===== src/rtl/mem_arb_pkg.sv =====
// Shared types and constants for the two-to-one memory port arbiter.
package mem_arb_pkg;

    typedef enum logic [1:0] {
        IDLE  = 2'd0,
        IBUSY = 2'd1,
        DBUSY = 2'd2
    } arb_state_t;

    localparam logic       MEM_RD    = 1'b0;
    localparam logic       MEM_WR    = 1'b1;
    localparam logic [3:0] MASK_WORD = 4'hF;

endpackage


===== src/rtl/mem_arbiter_if.sv =====
// Bundle of fetch, load/store and shared-memory signals around the arbiter.
//
// Handshake: a requester raises *_request and holds it (with stable
// address/data) until its *_valid pulses for one cycle; *_err qualifies that
// pulse. The arbiter holds mem_request and all mem_* fields stable until the
// memory returns a one-cycle mem_valid (with mem_rdata) or the arbiter gives up.
interface mem_arbiter_if #(
    parameter int ADDR_W = 32,
    parameter int DATA_W = 32
);
    logic              i_request;
    logic [ADDR_W-1:0] i_addr;
    logic              i_valid;
    logic [DATA_W-1:0] i_rdata;
    logic              i_err;

    logic              d_request;
    logic              d_we_re;
    logic [3:0]        d_mask;
    logic [ADDR_W-1:0] d_addr;
    logic [DATA_W-1:0] d_wdata;
    logic              d_valid;
    logic [DATA_W-1:0] d_rdata;
    logic              d_err;

    logic              mem_request;
    logic              mem_we_re;
    logic [3:0]        mem_mask;
    logic [ADDR_W-1:0] mem_addr;
    logic [DATA_W-1:0] mem_wdata;
    logic              mem_valid;
    logic [DATA_W-1:0] mem_rdata;

    // Arbiter side
    modport slave (
        input  i_request, i_addr,
        output i_valid, i_rdata, i_err,
        input  d_request, d_we_re, d_mask, d_addr, d_wdata,
        output d_valid, d_rdata, d_err,
        output mem_request, mem_we_re, mem_mask, mem_addr, mem_wdata,
        input  mem_valid, mem_rdata
    );

    // Core and memory side
    modport master (
        output i_request, i_addr,
        input  i_valid, i_rdata, i_err,
        output d_request, d_we_re, d_mask, d_addr, d_wdata,
        input  d_valid, d_rdata, d_err,
        input  mem_request, mem_we_re, mem_mask, mem_addr, mem_wdata,
        output mem_valid, mem_rdata
    );
endinterface


===== src/rtl/mem_arb_timer.sv =====
// Busy-cycle counter: cleared on grant, counts while busy, flags the last
// allowed cycle so the arbiter can abort a transaction the memory never ends.
module mem_arb_timer #(
    parameter int TIMEOUT = 16
) (
    input  logic clk,
    input  logic rst,
    input  logic load,
    input  logic count,
    output logic expire
);
    localparam int TW = (TIMEOUT > 2) ? $clog2(TIMEOUT) : 1;

    logic [TW-1:0] cnt;

    // Last busy cycle before abort is when the count reaches TIMEOUT-1
    assign expire = count && (cnt == TW'(TIMEOUT - 1));

    // Clear on grant, advance once per busy cycle, hold at the expiry value
    always_ff @(posedge clk or negedge rst) begin
        if (!rst) begin
            cnt <= '0;
        end else if (load) begin
            cnt <= '0;
        end else if (count && !expire) begin
            cnt <= cnt + TW'(1);
        end
    end
endmodule


===== src/rtl/mem_arbiter.sv =====
// Two-to-one arbiter between the core's fetch and load/store ports and one
// shared memory port, with a fetch starvation guard and a response timeout.
import mem_arb_pkg::*;

module mem_arbiter #(
    parameter int ADDR_W          = 32,
    parameter int DATA_W          = 32,
    parameter int MAX_DATA_STREAK = 4,
    parameter int TIMEOUT         = 16
) (
    input  logic       clk,
    input  logic       rst,
    mem_arbiter_if.slave bus,
    output arb_state_t dbg_state
);
    localparam int SW = $clog2(MAX_DATA_STREAK + 1);

    arb_state_t        state;
    logic [SW-1:0]     streak;
    logic              req_q;
    logic              we_q;
    logic [3:0]        mask_q;
    logic [ADDR_W-1:0] addr_q;
    logic [DATA_W-1:0] wdata_q;
    logic              expire;
    logic              streak_full;
    logic              grant;

    assign streak_full = (streak == SW'(MAX_DATA_STREAK));
    assign grant       = (state == IDLE) && (bus.i_request || bus.d_request);
    assign dbg_state   = state;

    assign bus.mem_request = req_q;
    assign bus.mem_we_re   = we_q;
    assign bus.mem_mask    = mask_q;
    assign bus.mem_addr    = addr_q;
    assign bus.mem_wdata   = wdata_q;

    mem_arb_timer #(.TIMEOUT(TIMEOUT)) u_timer (
        .clk    (clk),
        .rst    (rst),
        .load   (grant),
        .count  (state != IDLE),
        .expire (expire)
    );

    // Arbitration FSM: picks a winner in IDLE, latches its transaction and
    // holds it until completion or timeout; data wins unless fetch has waited
    // through MAX_DATA_STREAK data grants in a row.
    always_ff @(posedge clk or negedge rst) begin
        if (!rst) begin
            state   <= IDLE;
            streak  <= '0;
            req_q   <= 1'b0;
            we_q    <= 1'b0;
            mask_q  <= '0;
            addr_q  <= '0;
            wdata_q <= '0;
        end else begin
            case (state)
                IDLE: begin
                    if (bus.d_request && !(bus.i_request && streak_full)) begin
                        state   <= DBUSY;
                        req_q   <= 1'b1;
                        we_q    <= bus.d_we_re ? MEM_WR : MEM_RD;
                        mask_q  <= bus.d_mask;
                        addr_q  <= bus.d_addr;
                        wdata_q <= bus.d_wdata;
                        if (!bus.i_request) begin
                            streak <= '0;
                        end else if (!streak_full) begin
                            streak <= streak + SW'(1);
                        end
                    end else if (bus.i_request) begin
                        state   <= IBUSY;
                        req_q   <= 1'b1;
                        we_q    <= MEM_RD;
                        mask_q  <= MASK_WORD;
                        addr_q  <= bus.i_addr;
                        wdata_q <= '0;
                        streak  <= '0;
                    end
                end
                IBUSY, DBUSY: begin
                    if (bus.mem_valid || expire) begin
                        state <= IDLE;
                        req_q <= 1'b0;
                    end
                end
                default: begin
                    state <= IDLE;
                    req_q <= 1'b0;
                end
            endcase
        end
    end

    // Route completion or abort to the owner only; a real response wins over
    // expiry in the same cycle, and responses in IDLE are dropped.
    always_comb begin
        bus.i_valid = 1'b0;
        bus.i_err   = 1'b0;
        bus.i_rdata = '0;
        bus.d_valid = 1'b0;
        bus.d_err   = 1'b0;
        bus.d_rdata = '0;
        if (state == IBUSY) begin
            bus.i_valid = bus.mem_valid || expire;
            bus.i_err   = expire && !bus.mem_valid;
            bus.i_rdata = bus.mem_valid ? bus.mem_rdata : '0;
        end else if (state == DBUSY) begin
            bus.d_valid = bus.mem_valid || expire;
            bus.d_err   = expire && !bus.mem_valid;
            bus.d_rdata = bus.mem_valid ? bus.mem_rdata : '0;
        end
    end
endmodule


===== src/flat_wrapper.sv =====
// flat-port wrapper written by rule: the top's interface ports become plain ports
module mem_arbiter_flat 
#(
    parameter int ADDR_W          = 32,
    parameter int DATA_W          = 32,
    parameter int MAX_DATA_STREAK = 4,
    parameter int TIMEOUT         = 16
)
  (clk, rst, dbg_state, bus_i_request, bus_i_addr, bus_i_valid, bus_i_rdata, bus_i_err, bus_d_request, bus_d_we_re, bus_d_mask, bus_d_addr, bus_d_wdata, bus_d_valid, bus_d_rdata, bus_d_err, bus_mem_request, bus_mem_we_re, bus_mem_mask, bus_mem_addr, bus_mem_wdata, bus_mem_valid, bus_mem_rdata);
  mem_arbiter_if #(.ADDR_W(ADDR_W), .DATA_W(DATA_W)) bus_i ();
  input  logic clk;
  input  logic rst;
  output arb_state_t dbg_state;
  input wire logic [$bits(bus_i.i_request)-1:0] bus_i_request;
  input wire logic [$bits(bus_i.i_addr)-1:0] bus_i_addr;
  output wire logic [$bits(bus_i.i_valid)-1:0] bus_i_valid;
  output wire logic [$bits(bus_i.i_rdata)-1:0] bus_i_rdata;
  output wire logic [$bits(bus_i.i_err)-1:0] bus_i_err;
  input wire logic [$bits(bus_i.d_request)-1:0] bus_d_request;
  input wire logic [$bits(bus_i.d_we_re)-1:0] bus_d_we_re;
  input wire logic [$bits(bus_i.d_mask)-1:0] bus_d_mask;
  input wire logic [$bits(bus_i.d_addr)-1:0] bus_d_addr;
  input wire logic [$bits(bus_i.d_wdata)-1:0] bus_d_wdata;
  output wire logic [$bits(bus_i.d_valid)-1:0] bus_d_valid;
  output wire logic [$bits(bus_i.d_rdata)-1:0] bus_d_rdata;
  output wire logic [$bits(bus_i.d_err)-1:0] bus_d_err;
  output wire logic [$bits(bus_i.mem_request)-1:0] bus_mem_request;
  output wire logic [$bits(bus_i.mem_we_re)-1:0] bus_mem_we_re;
  output wire logic [$bits(bus_i.mem_mask)-1:0] bus_mem_mask;
  output wire logic [$bits(bus_i.mem_addr)-1:0] bus_mem_addr;
  output wire logic [$bits(bus_i.mem_wdata)-1:0] bus_mem_wdata;
  input wire logic [$bits(bus_i.mem_valid)-1:0] bus_mem_valid;
  input wire logic [$bits(bus_i.mem_rdata)-1:0] bus_mem_rdata;
  assign bus_i.i_request = bus_i_request;
  assign bus_i.i_addr = bus_i_addr;
  assign bus_i_valid = bus_i.i_valid;
  assign bus_i_rdata = bus_i.i_rdata;
  assign bus_i_err = bus_i.i_err;
  assign bus_i.d_request = bus_d_request;
  assign bus_i.d_we_re = bus_d_we_re;
  assign bus_i.d_mask = bus_d_mask;
  assign bus_i.d_addr = bus_d_addr;
  assign bus_i.d_wdata = bus_d_wdata;
  assign bus_d_valid = bus_i.d_valid;
  assign bus_d_rdata = bus_i.d_rdata;
  assign bus_d_err = bus_i.d_err;
  assign bus_mem_request = bus_i.mem_request;
  assign bus_mem_we_re = bus_i.mem_we_re;
  assign bus_mem_mask = bus_i.mem_mask;
  assign bus_mem_addr = bus_i.mem_addr;
  assign bus_mem_wdata = bus_i.mem_wdata;
  assign bus_i.mem_valid = bus_mem_valid;
  assign bus_i.mem_rdata = bus_mem_rdata;
  mem_arbiter #(.ADDR_W(ADDR_W), .DATA_W(DATA_W), .MAX_DATA_STREAK(MAX_DATA_STREAK), .TIMEOUT(TIMEOUT)) u_core (.clk(clk), .rst(rst), .bus(bus_i), .dbg_state(dbg_state));
endmodule

===== config.mk =====
export PLATFORM = sky130hd
export DESIGN_NAME = mem_arbiter_flat
export DESIGN_NICKNAME = d
export VERILOG_FILES = /design/src/rtl/mem_arb_pkg.sv /design/src/rtl/mem_arbiter_if.sv /design/src/rtl/mem_arb_timer.sv /design/src/rtl/mem_arbiter.sv /design/src/flat_wrapper.sv
export SDC_FILE = /design/constraint.sdc
export NUM_CORES = 1
export LEC_CHECK = 0
export BUFFER_PORTS_ARGS = -buffer_cell sky130_fd_sc_hd__clkbuf_2
export CAP_MARGIN = 30
export CORE_AREA = 2 2 109 111
export DETAILED_ROUTE_END_ITERATION = 7
export DIE_AREA = 0 0 111 113
export PLACE_DENSITY_LB_ADDON = 0.1
export SYNTH_ARGS = -nofsm -noshare
export SYNTH_HDL_FRONTEND = slang
export SYNTH_SLANG_ARGS = --single-unit

===== constraint.sdc =====
create_clock -name clk -period 4.14 [get_ports clk]
set_input_delay 0.621 -clock clk [delete_from_list [all_inputs] [get_ports clk]]
set_output_delay 0.621 -clock clk [all_outputs]
set_load 0.01 [all_outputs]

==> results.txt <==
The flow ran to the end, and the final reports show no timing, DRC or antenna violations. Synthesis produced 488 cells. The average cell area after synthesis was 8.81 um2; the standard cell area after detailed placement was 5700 um2. The overall routing resource usage was 21.4%; the total die area was 12500 um2. After layout, the minimum clock period comes to 3.04 ns.

The tools report the initial antenna violation count as 0. Setup repair after global routing left no endpoint under its margin. The congestion estimate from routability-driven global placement came to 0.813.

The number of flops mapped to enable cells by yosys came out at 0. By count the netlist is led by sky130_fd_sc_hd__nand2_1, sky130_fd_sc_hd__dfrtp_1, sky130_fd_sc_hd__o21ai_0, sky130_fd_sc_hd__nand4_1, sky130_fd_sc_hd__and3_1. The H-tree generated during clock tree synthesis spans 3 levels. Dividing the detail-routed wire length by the instance count gives 15.2 um. Headroom to the max-slew limit came out at 34.9%.

The tools report the final-layout worst hold slack as 0.165 ns. The tools report the half-perimeter wire length after detailed placement as 9.90 mm. The required time of the critical path was 3.52 ns. The insertion delay of the later-clocked pin in the worst-skew pair was 0.34 ns; the number of nets in the final layout was 880. Yosys printed 0 warnings. The run gives 0 as the number of pins with negative max-slew slack in the final report. The highest clock rate is 329 MHz, and the slew at the pin with the worst max-slew slack is 0.976 ns.

The logs give 3.31 nW for the leakage power summed over all cells and 237 for the starting DRC count in detailed routing. Max-cap violations in this run came to 0. The worst voltage drop across the vdd grid is 0.287 mV. The floorplan step set the die height to 113 um. The clock net in this run drives a total of 79 sinks. The total area inside the core boundary comes to 11300 um2. Summing internal, switching and leakage power gives 3.98 mW. The repair_antennas step left the layout with diodes totalling 0.

The share of flip-flops with an asynchronous set or reset after synthesis was 100%. For this design the ratio of total power to cell area is 662 nW/um2. The antenna violation net count after detailed routing is 0.

Ranked by total cell area, the synthesized netlist is headed by sky130_fd_sc_hd__dfrtp_1, sky130_fd_sc_hd__nand2_1, sky130_fd_sc_hd__o211ai_2. Count of unique library cells instantiated by Yosys: 36. The number of setup buffers added after CTS is 0. The synthesized design devotes to its leading area cell type 46.0% of total area. Before antenna repair, the detailed router went through 4 iterations.

The clock passes through at most 2 buffers. The critical path endpoint category is a primary output. Of the cells placed in the final design, the portion with a size suffix greater than 1 is 44.5%.

The run gives 0 as the final hold violation count. The cell with the most instances after synthesis is sky130_fd_sc_hd__nand2_1. Summing all multi-input logic gate instances after layout gives 2060 um2.

Measured along the x axis, the die boundary spans 111 um. The tools report the area of the mapped netlist as 4300 um2. The logs give 2.42 ns for the arrival time at the worst endpoint and 0 for the DRC violations left. The layout has 1072 filler cells.

Number of global-route vias before repair: 4406. For this run, the leading register cell type out of synthesis is sky130_fd_sc_hd__dfrtp_1. The finished cells cover 6000 um2. The average via count per standard cell was 5.09. The number of storage elements in the synthesis netlist is 79, and the hold buffer count at cts is 0.

Once the floorplan was initialized, standard cells occupied 38.1% of the core. The aggregate global routing overflow is 0, and the number of nets produced by synthesis is 632. The first global-routing pass estimated 22.0 mm of wire. The final setup violation count was 0. Along the worst path, the maximum fanout reaches 35. The number of clock buffers inserted by TritonCTS came out at 9. In this run, post-CTS repair resized a total of 0 instances.

For this run, the register share of the synthesized area comes to 46.0%. The final cycle utilization of the critical path was 73.5%. The logs give 13.4 mm for the final routed wirelength across all metal layers and 0.0120 ns for the worst setup skew after layout.

For the core utilization of the finished layout, the log shows 53.3%. The cell at the root of the clock tree is sky130_fd_sc_hd__clkbuf_16. The floorplan has 39 rows. Summed over all failing endpoints, the final setup total negative slack is 0 ns. Entering global routing, the biggest net connects 61 pins. The area added between synthesis and finish works out to 39.7%. The class of the most critical hold timing path is in -> async.

The via count is 4498, and the count of port buffers added during placement is 277. The register cell area after layout was 1980 um2. The start-to-end type of the worst setup path is reg -> out. Clock-pin slew was measured on the worst setup and hold paths at 0.06 ns. The run gives 278 as the top-level port count.

The synthesized design spends more area on one cell type than any other, namely sky130_fd_sc_hd__dfrtp_1. STA classifies the critical path startpoint as a register. TritonCTS built the clock tree.
-- worst max-delay path: stages (launching register included) --
cell and delay [ns]:
sky130_fd_sc_hd__dfrtp_1 0.42, sky130_fd_sc_hd__inv_1 0.11, sky130_fd_sc_hd__ha_1 0.73, sky130_fd_sc_hd__nand2b_1 0.25, sky130_fd_sc_hd__nor2_1 0.05, sky130_fd_sc_hd__buf_4 0.20
sky130_fd_sc_hd__and2_1 0.20, sky130_fd_sc_hd__clkbuf_2 0.13
-- kinds of logic (layout without fill, tap and decap cells) --
| kind of cell | Yosys count | count (layout) | synth area share, % |
|---|---|---|---|
| and+or+nand+nor | 261 | 261 | 29.8 |
| muxes | 1 | 1 | 0.233 |
| DFF | 79 | 79 | 46.0 |
| AOI/OAI and AO/OA | 87 | 87 | 16.1 |
| adders and majority gates | 6 | 6 | 1.75 |
| buffers and inverters | 54 | 307 | 6.14 |
-- sequential cells by signal (all words and copies together), names as in the netlist --
name                    cells
u_core.u_timer.cnt          4
u_core.dbg_state            2
u_core.streak               3
u_core.bus.mem_mask         4
u_core.bus.mem_we_re        1
u_core.bus.mem_wdata       32
u_core.bus.mem_addr        32
u_core.bus.mem_request      1
-- cell usage in the layout, fill, tap and decap left out, types with 2 or more instances in the layout --
cell type | Yosys | routed
sky130_fd_sc_hd__nor3_1 | 2 | 2
sky130_fd_sc_hd__o311ai_1 | 2 | 2
sky130_fd_sc_hd__nand2_1 | 136 | 136
sky130_fd_sc_hd__and2_1 | 32 | 32
sky130_fd_sc_hd__buf_4 | 4 | 6
sky130_fd_sc_hd__nor2_1 | 11 | 11
sky130_fd_sc_hd__clkbuf_2 | 0 | 276
sky130_fd_sc_hd__o211ai_2 | 26 | 26
sky130_fd_sc_hd__dfrtp_1 | 79 | 79
sky130_fd_sc_hd__o211ai_1 | 7 | 7
sky130_fd_sc_hd__clkbuf_16 | 0 | 9
sky130_fd_sc_hd__inv_6 | 0 | 2
sky130_fd_sc_hd__o22ai_1 | 2 | 2
sky130_fd_sc_hd__ha_1 | 6 | 5
sky130_fd_sc_hd__nand4_1 | 34 | 34
sky130_fd_sc_hd__clkinv_2 | 0 | 2
sky130_fd_sc_hd__nor2b_1 | 2 | 2
sky130_fd_sc_hd__nand2b_1 | 3 | 3
sky130_fd_sc_hd__nand3_1 | 3 | 3
sky130_fd_sc_hd__o21ai_0 | 36 | 36
sky130_fd_sc_hd__inv_1 | 8 | 8
sky130_fd_sc_hd__a21oi_1 | 6 | 6
sky130_fd_sc_hd__and3_1 | 33 | 33
-- cell type report --
type / count / share of cell area, %
Clock buffer: 9 / 3.75
Clock inverter: 7 / 1.29
Inverter: 8 / 0.500
Multi-Input combinational cell: 355 / 34.3
Sequential cell: 79 / 32.9
Tap cell: 143 / 2.98
Timing Repair Buffer: 283 / 24.2
-- layer usage --
layer / vias to the layer above / wire (um) / GRT usage [%] / part of all wire [%]
li1: 2170 / - / - / -
met1: 2112 / 5490 / 26.7 / 41
met2: 191 / 6560 / 36.0 / 49
met3: 25 / 1030 / 5.62 / 7.6
met4: 0 / 365 / 8.00 / 2.7
met5: - / 0 / 0 / 0
-- final timing paths --
check,startpoint,end,slack (ns),cells past startpoint
worst max-delay path,u_core.dbg_state[1],bus_d_rdata[21],1.10,7
worst min-delay path,rst,u_core.bus.mem_wdata[5],0.16,1
worst max register to register,u_core.dbg_state[1],u_core.bus.mem_wdata[2],1.50,6
worst min register to register,u_core.bus.mem_wdata[1],u_core.bus.mem_wdata[1],0.48,2
max in group asynchronous,rst,u_core.dbg_state[0],3.39,2
min in group clk,u_core.bus.mem_wdata[1],u_core.bus.mem_wdata[1],0.48,2
-- stage by stage --
stage,std cells,worst slack [ns]
after floorplan,488,2.03
after global placement,867,1.56
after detailed placement,868,1.46
after CTS,884,1.09
after global routing,884,0.912
final,884,1.10
-- report_power, final --
group	internal [mW]	switching (mW)	total (mW)
combinational	0.706	1.10	1.81
clock	0.474	0.332	0.807
sequential	1.14	0.219	1.36
total	2.32	1.65	3.98
(Power assumes the default switching activity.)
